--- src/rtl/rank_select.sv ---
// rtl/rank_select.sv - masked rank-order filter output selector
//
// Keeps a shadow copy of the N-sample window, shifting in lockstep with the
// upstream masked_ranks registers. Each cycle it picks the window sample
// whose masked rank equals the programmable target rank, and registers that
// sample as the filter output.
//
// Optional feature: define RANK_SELECT_CHECK_EN to enable selection
// checking. The checks are: target out of range, or not exactly one
// matching position. An error suppresses out_valid, holds out_sample and
// out_pos, and raises out_err. Without the macro, out_err is tied low. In
// that build an empty match selects sample 0 at position 0.
//
// Ports:
//   clk          clock
//   rst          asynchronous active-low reset
//   in_valid     in_sample is a real sample this cycle
//   in_sample    sample entering the window (and the upstream comparators)
//   flush        synchronous clear of window validity and out_valid
//   mask         participating window positions (same as upstream mask)
//   ranks        upstream ranks, field j = ranks[j*RB +: RB], 0 if unmasked
//   target       requested rank, 1 = smallest masked sample
//   target_load  latch target into the target register
//   out_valid    out_sample holds a fresh result this cycle
//   out_sample   selected sample
//   out_pos      window position of the selected sample
//   out_err      selection invalid (checking build only)

module rank_select #(
   parameter  int N  = 7,
   parameter  int W  = 8,
   localparam int RB = $clog2(N + 1),
   localparam int PB = $clog2(N)
) (
   input  logic           clk,
   input  logic           rst,
   input  logic           in_valid,
   input  logic [W-1:0]   in_sample,
   input  logic           flush,
   input  logic [N-1:0]   mask,
   input  logic [RB*N-1:0] ranks,
   input  logic [RB-1:0]  target,
   input  logic           target_load,
   output logic           out_valid,
   output logic [W-1:0]   out_sample,
   output logic [PB-1:0]  out_pos,
   output logic           out_err
);

   // Position N-1 is the newest sample, position 0 the oldest.
   logic [W-1:0]  win [N];
   logic [N-1:0]  vld;
   logic [RB-1:0] tgt;

   logic [N-1:0]  hit;
   logic          any_hit;
   logic [PB-1:0] sel_pos;
   logic [W-1:0]  sel_sample;
   logic          win_full;
   logic          err_c;
   logic          nxt_valid;

   // Window and validity shift every cycle with no enable, so that they
   // stay aligned with the upstream rank registers.
   always_ff @(posedge clk or negedge rst) begin
      if (!rst) begin
         for (int j = 0; j < N; j++) begin
            win[j] <= '0;
         end
         vld <= '0;
         tgt <= RB'((N + 1) / 2);
      end else begin
         for (int j = 0; j < N - 1; j++) begin
            win[j] <= win[j+1];
         end
         win[N-1] <= in_sample;
         vld      <= flush ? '0 : {in_valid, vld[N-1:1]};
         if (target_load) begin
            tgt <= target;
         end
      end
   end

   assign win_full = &vld;

   always_comb begin
      hit = '0;
      for (int j = 0; j < N; j++) begin
         hit[j] = mask[j] && (ranks[j*RB +: RB] == tgt);
      end
   end

   // Priority encoder: scanning from the top down lets the lowest matching
   // index overwrite any higher one.
   always_comb begin
      any_hit    = 1'b0;
      sel_pos    = '0;
      sel_sample = '0;
      for (int j = N - 1; j >= 0; j--) begin
         if (hit[j]) begin
            any_hit    = 1'b1;
            sel_pos    = PB'(j);
            sel_sample = win[j];
         end
      end
   end

`ifdef RANK_SELECT_CHECK_EN
   logic [RB-1:0] mask_cnt;
   logic [RB-1:0] hit_cnt;

   always_comb begin
      mask_cnt = '0;
      hit_cnt  = '0;
      for (int j = 0; j < N; j++) begin
         mask_cnt = mask_cnt + RB'(mask[j]);
         hit_cnt  = hit_cnt + RB'(hit[j]);
      end
   end

   assign err_c = (tgt == '0) || (tgt > mask_cnt) || (hit_cnt != RB'(1));

   always_ff @(posedge clk or negedge rst) begin
      if (!rst) begin
         out_err <= 1'b0;
      end else begin
         out_err <= win_full && err_c;
      end
   end
`else
   // Unchecked build: an empty match falls through to sample 0 at position 0
   // (sel_sample / sel_pos defaults), and any_hit is informational only.
   assign err_c   = 1'b0;
   assign out_err = 1'b0;
`endif

   assign nxt_valid = win_full && !flush && !err_c;

   // Result fields only move when a fresh result is produced, so a
   // consumer sees the last good selection while out_valid is low.
   always_ff @(posedge clk or negedge rst) begin
      if (!rst) begin
         out_valid  <= 1'b0;
         out_sample <= '0;
         out_pos    <= '0;
      end else begin
         out_valid <= nxt_valid;
         if (nxt_valid) begin
            out_sample <= any_hit ? sel_sample : '0;
            out_pos    <= sel_pos;
         end
      end
   end

endmodule

--- config.mk ---
export PLATFORM = sky130hd
export DESIGN_NAME = rank_select
export DESIGN_NICKNAME = d
export VERILOG_FILES = /design/src/rtl/rank_select.sv
export SDC_FILE = /design/constraint.sdc
export NUM_CORES = 1
export LEC_CHECK = 0
export ABC_CLOCK_PERIOD_IN_PS = 2750
export BUFFER_PORTS_ARGS = -buffer_cell sky130_fd_sc_hd__buf_2
export CORE_AREA = 2 2 107 78
export DETAILED_ROUTE_END_ITERATION = 8
export DIE_AREA = 0 0 109 80
export PLACE_DENSITY = 0.6
export SETUP_SLACK_MARGIN = 0.4
export SLEW_MARGIN = 10
export SYNTH_ARGS = -nofsm -noshare
export SYNTH_HDL_FRONTEND = slang
export SYNTH_SLANG_ARGS = --single-unit
export TNS_END_PERCENT = 5
--- constraint.sdc ---
create_clock -name clk -period 2.75 [get_ports clk]
set_clock_uncertainty 0.2 [all_clocks]
set_input_delay 0.6875 -clock clk [delete_from_list [all_inputs] [get_ports clk]]
set_output_delay 0.6875 -clock clk [all_outputs]
set_load 0.02 [all_outputs]
==> impl_results.md <==
* Routed length per instance at 14.98 um
* TritonCTS clock tree: built
* First-pass GRT wire length at 10.20 mm
* Outcome: completed
* Root Driver: clkbuf_8
* Final hold vios at 0
* Period minus WS final at 2.253 ns
* Worst r2r src: tgt[2]
* CP required at around 2.8 ns
* Worst VDD drop at roughly 0.27 mV
* Gr ovfl total at 0
* # hold bufs at CTS at 0
* Worst-path cell chain: buf_4 > xnor2_1 > and4_1 > a21o_2 > a221oi_2 > o32a_1 > o21ai_2
* Starting Density at around two fifths
* Syn_area_per_cell at 12.52 um^2
* Placed Area at 3381 um^2
* Crit-path max FO at 8
* Nets at 349
* Cell count after synthesis at about 240
* Pwr/cell area at 636.4 nW/um^2
* Worst Hold Class: input pin to async pin
* DRT Wirelength at slightly above 6 mm
* Crit share post-route at 81.92%
* Most frequent cells in the layout: 76 x dfrtp_1, 54 x buf_2, 29 x nand2_1
* Post-synthesis sequential area ratio at 65.56%
* Vias per cell at 4.813
* Reg clk slew, reported paths at 0.07 ns
* Synthesis warning total at 0
* CP Class: register to register
* Storage cell area at 1954 um^2
* Layout area overhead at 21.84%
* Critical path's largest stage delay at 0.65 ns
* Design area at 3630 um^2
* Worst-skew pair later-pin latency at 0.35 ns
* Die Y-Extent at 80 um
* Drt pass-1 iters at 7
* Commonest non-fill, non-tap cell in the layout: dfrtp_1
* Num ports at 57
* DR vias at approximately 2000
* R2r setup slk at 0.50 ns
* Core area at 7669 um^2
* Layout cells sized above 1 at 30.65%
* Area of the multi-input gates at 953.4 um^2
* Max Slew Vio Count at 0
* Global placement routability congestion at just over 0.8
* DRC errors left at 0
* Total Routing Usage GR at around 16%
* Number of synthesized register bits at 78
* Post-route ant nets at 0
* Synth Net Count at 282
* Antenna Diode Count at 0
* Vias in the first global route at 1943
* Final setup violation count at 0
* Area leader, netlist: dfrtp_1
* Core Rows at 27
* Largest net degree at the start of global routing at 43
* Critical Path Start: tgt[2]
* P_leak at 1.695 nW
* Arrival time worst endpoint at 2.33 ns
* Total Neg Setup Slack at 0 ns
* Slowest cell on crit path: dfstp_2
* Clock Tree Buf Depth at 2
* Initial antenna violation count at 0
* Synth area leaders: dfrtp_1 65%, xnor2_1 6.2%, nand2_1 3.7%, a21oi_1 2.4%, nor2_1 2.3%
* Endpoint class of the critical path: register
* H-tree depth at 3
* Mapped Area at ~3000 um^2
* FILL cells at 727
* Clock Sink Count at 78
* Max_cap viols at 0
* Max Freq at about 0.44 GHz
* CTS buffer count at 9
* Port Buffers at between 50 and 60
* Hpwl dp at 4.427 mm
* RSZ-0062 raised after global routing: false
* Iteration-0 DRC Markers at 138
* Die W at 109 um
* Netlist cell types at 33
* Critical path launch point type: register
* Full die area at around 8700 um^2
* Yosys top cell area share at 64.68%
worst paths after layout:
kind / end / cells past startpoint
setup / recovery: out_sample[6] / 7
hold / removal: win[14] / 1
setup reg to reg: out_sample[6] / 7
hold reg to reg: win[37] / 0
max in group asynchronous: win[47] / 2
min in group clk: win[37] / 0
through the flow:
| step | std cells | utilization, % | setup slack, ns | hold slack, ns | power [mW] |
|---|---|---|---|---|---|
| 2_1_floorplan | 238 | - | 0.5055 | 0.1488 | 1.408 |
| 3_3_place_gp | 391 | 44.09 | 0.2411 | 0.1514 | 1.498 |
| 3_5_place_dp | 391 | 44.09 | 0.1283 | 0.1536 | 1.503 |
| 4_1_cts | 408 | 46.86 | 0.4399 | 0.08224 | 2.334 |
| 5_1_grt | 411 | 47.33 | 0.3618 | 0.1031 | 2.437 |
| 6_report | 411 | 47.33 | 0.4971 | 0.08417 | 2.310 |
sequential cells by signal, indices dropped and copies added, names as in the netlist:
signal / flops
win: 56
out_sample: 8
vld: 7
out_pos: 3
tgt: 3
out_valid: 1
power by group:
group	internal, mW	leakage, nW	switching, mW
Clock	0.415	0.0883	0.400
Combinational	0.130	0.658	0.131
Sequential	1.20	0.949	0.0378
Total	1.74	1.70	0.568
Yosys cell counts:
master	count
nand2_1	29
nand4_2	1
a21o_2	1
xnor2_1	21
nand4_1	6
a21bo_2	1
a21oi_1	14
and4_4	1
buf_4	2
a211o_1	7
o31ai_1	2
o32a_1	1
nor2b_1	7
nand2_2	1
dfstp_2	1
a221oi_1	7
a2bb2oi_1	7
dfrtp_1	77
a31oi_1	1
nand3b_1	1
a221oi_2	1
mux2_2	3
inv_1	2
nand3_1	1
o21ai_2	1
conb_1	1
nor2_1	18
nor3b_4	1
and4_1	3
o21ai_0	10
o22ai_1	1
buf_6	3
clkbuf_1	5
area by class of cell:
| cell class | instances | area share [%] |
|---|---|---|
| Clock buffer | 10 | 3.516 |
| Timing Repair Buffer | 66 | 10.96 |
| Sequential cell | 78 | 53.84 |
| Multi-Input combinational cell | 148 | 26.27 |
| Inverter | 2 | 0.2068 |
| Tap cell | 101 | 3.482 |
| Clock inverter | 6 | 1.724 |
kinds of logic after synthesis:
family / Yosys count / synth area share [%]
AOI/OAI and AO/OA: 54 / 12.89
xor gates and xnor gates: 21 / 6.174
buffers and inverters: 12 / 2.520
DFF: 78 / 65.56
muxes: 3 / 1.134
other: 1 / 0.1259
and+or+nand+nor: 69 / 11.59
critical path, delay by kind of cell (launching register included):
family | cells | cell delay, ns
buffers and inverters | 1 | 0.15
AND/OR/NAND/NOR | 1 | 0.40
flip-flops | 1 | 0.65
XOR/XNOR | 1 | 0.12
AO/OA/AOI/OAI | 4 | 0.67
what timing repair did:
action	4_1_cts	5_1_grt
gates resized for setup	1	1
buffers inserted	1	3
endpoints found under the setup margin	3	8
pin swaps	1	1
metal layers:
layer  share of wire [%]  wire, um  vias to the layer above  track usage (%)
met3                 6.5       401                        7            5.388
li1                    -         -                      963                -
met2                  41      2526                       56            20.62
met1                  51      3149                      952            23.55
met4                 1.3        79                        0            7.308
met5                   0         0                        -                0
Note: power is estimated with default switching activity, not from simulation.
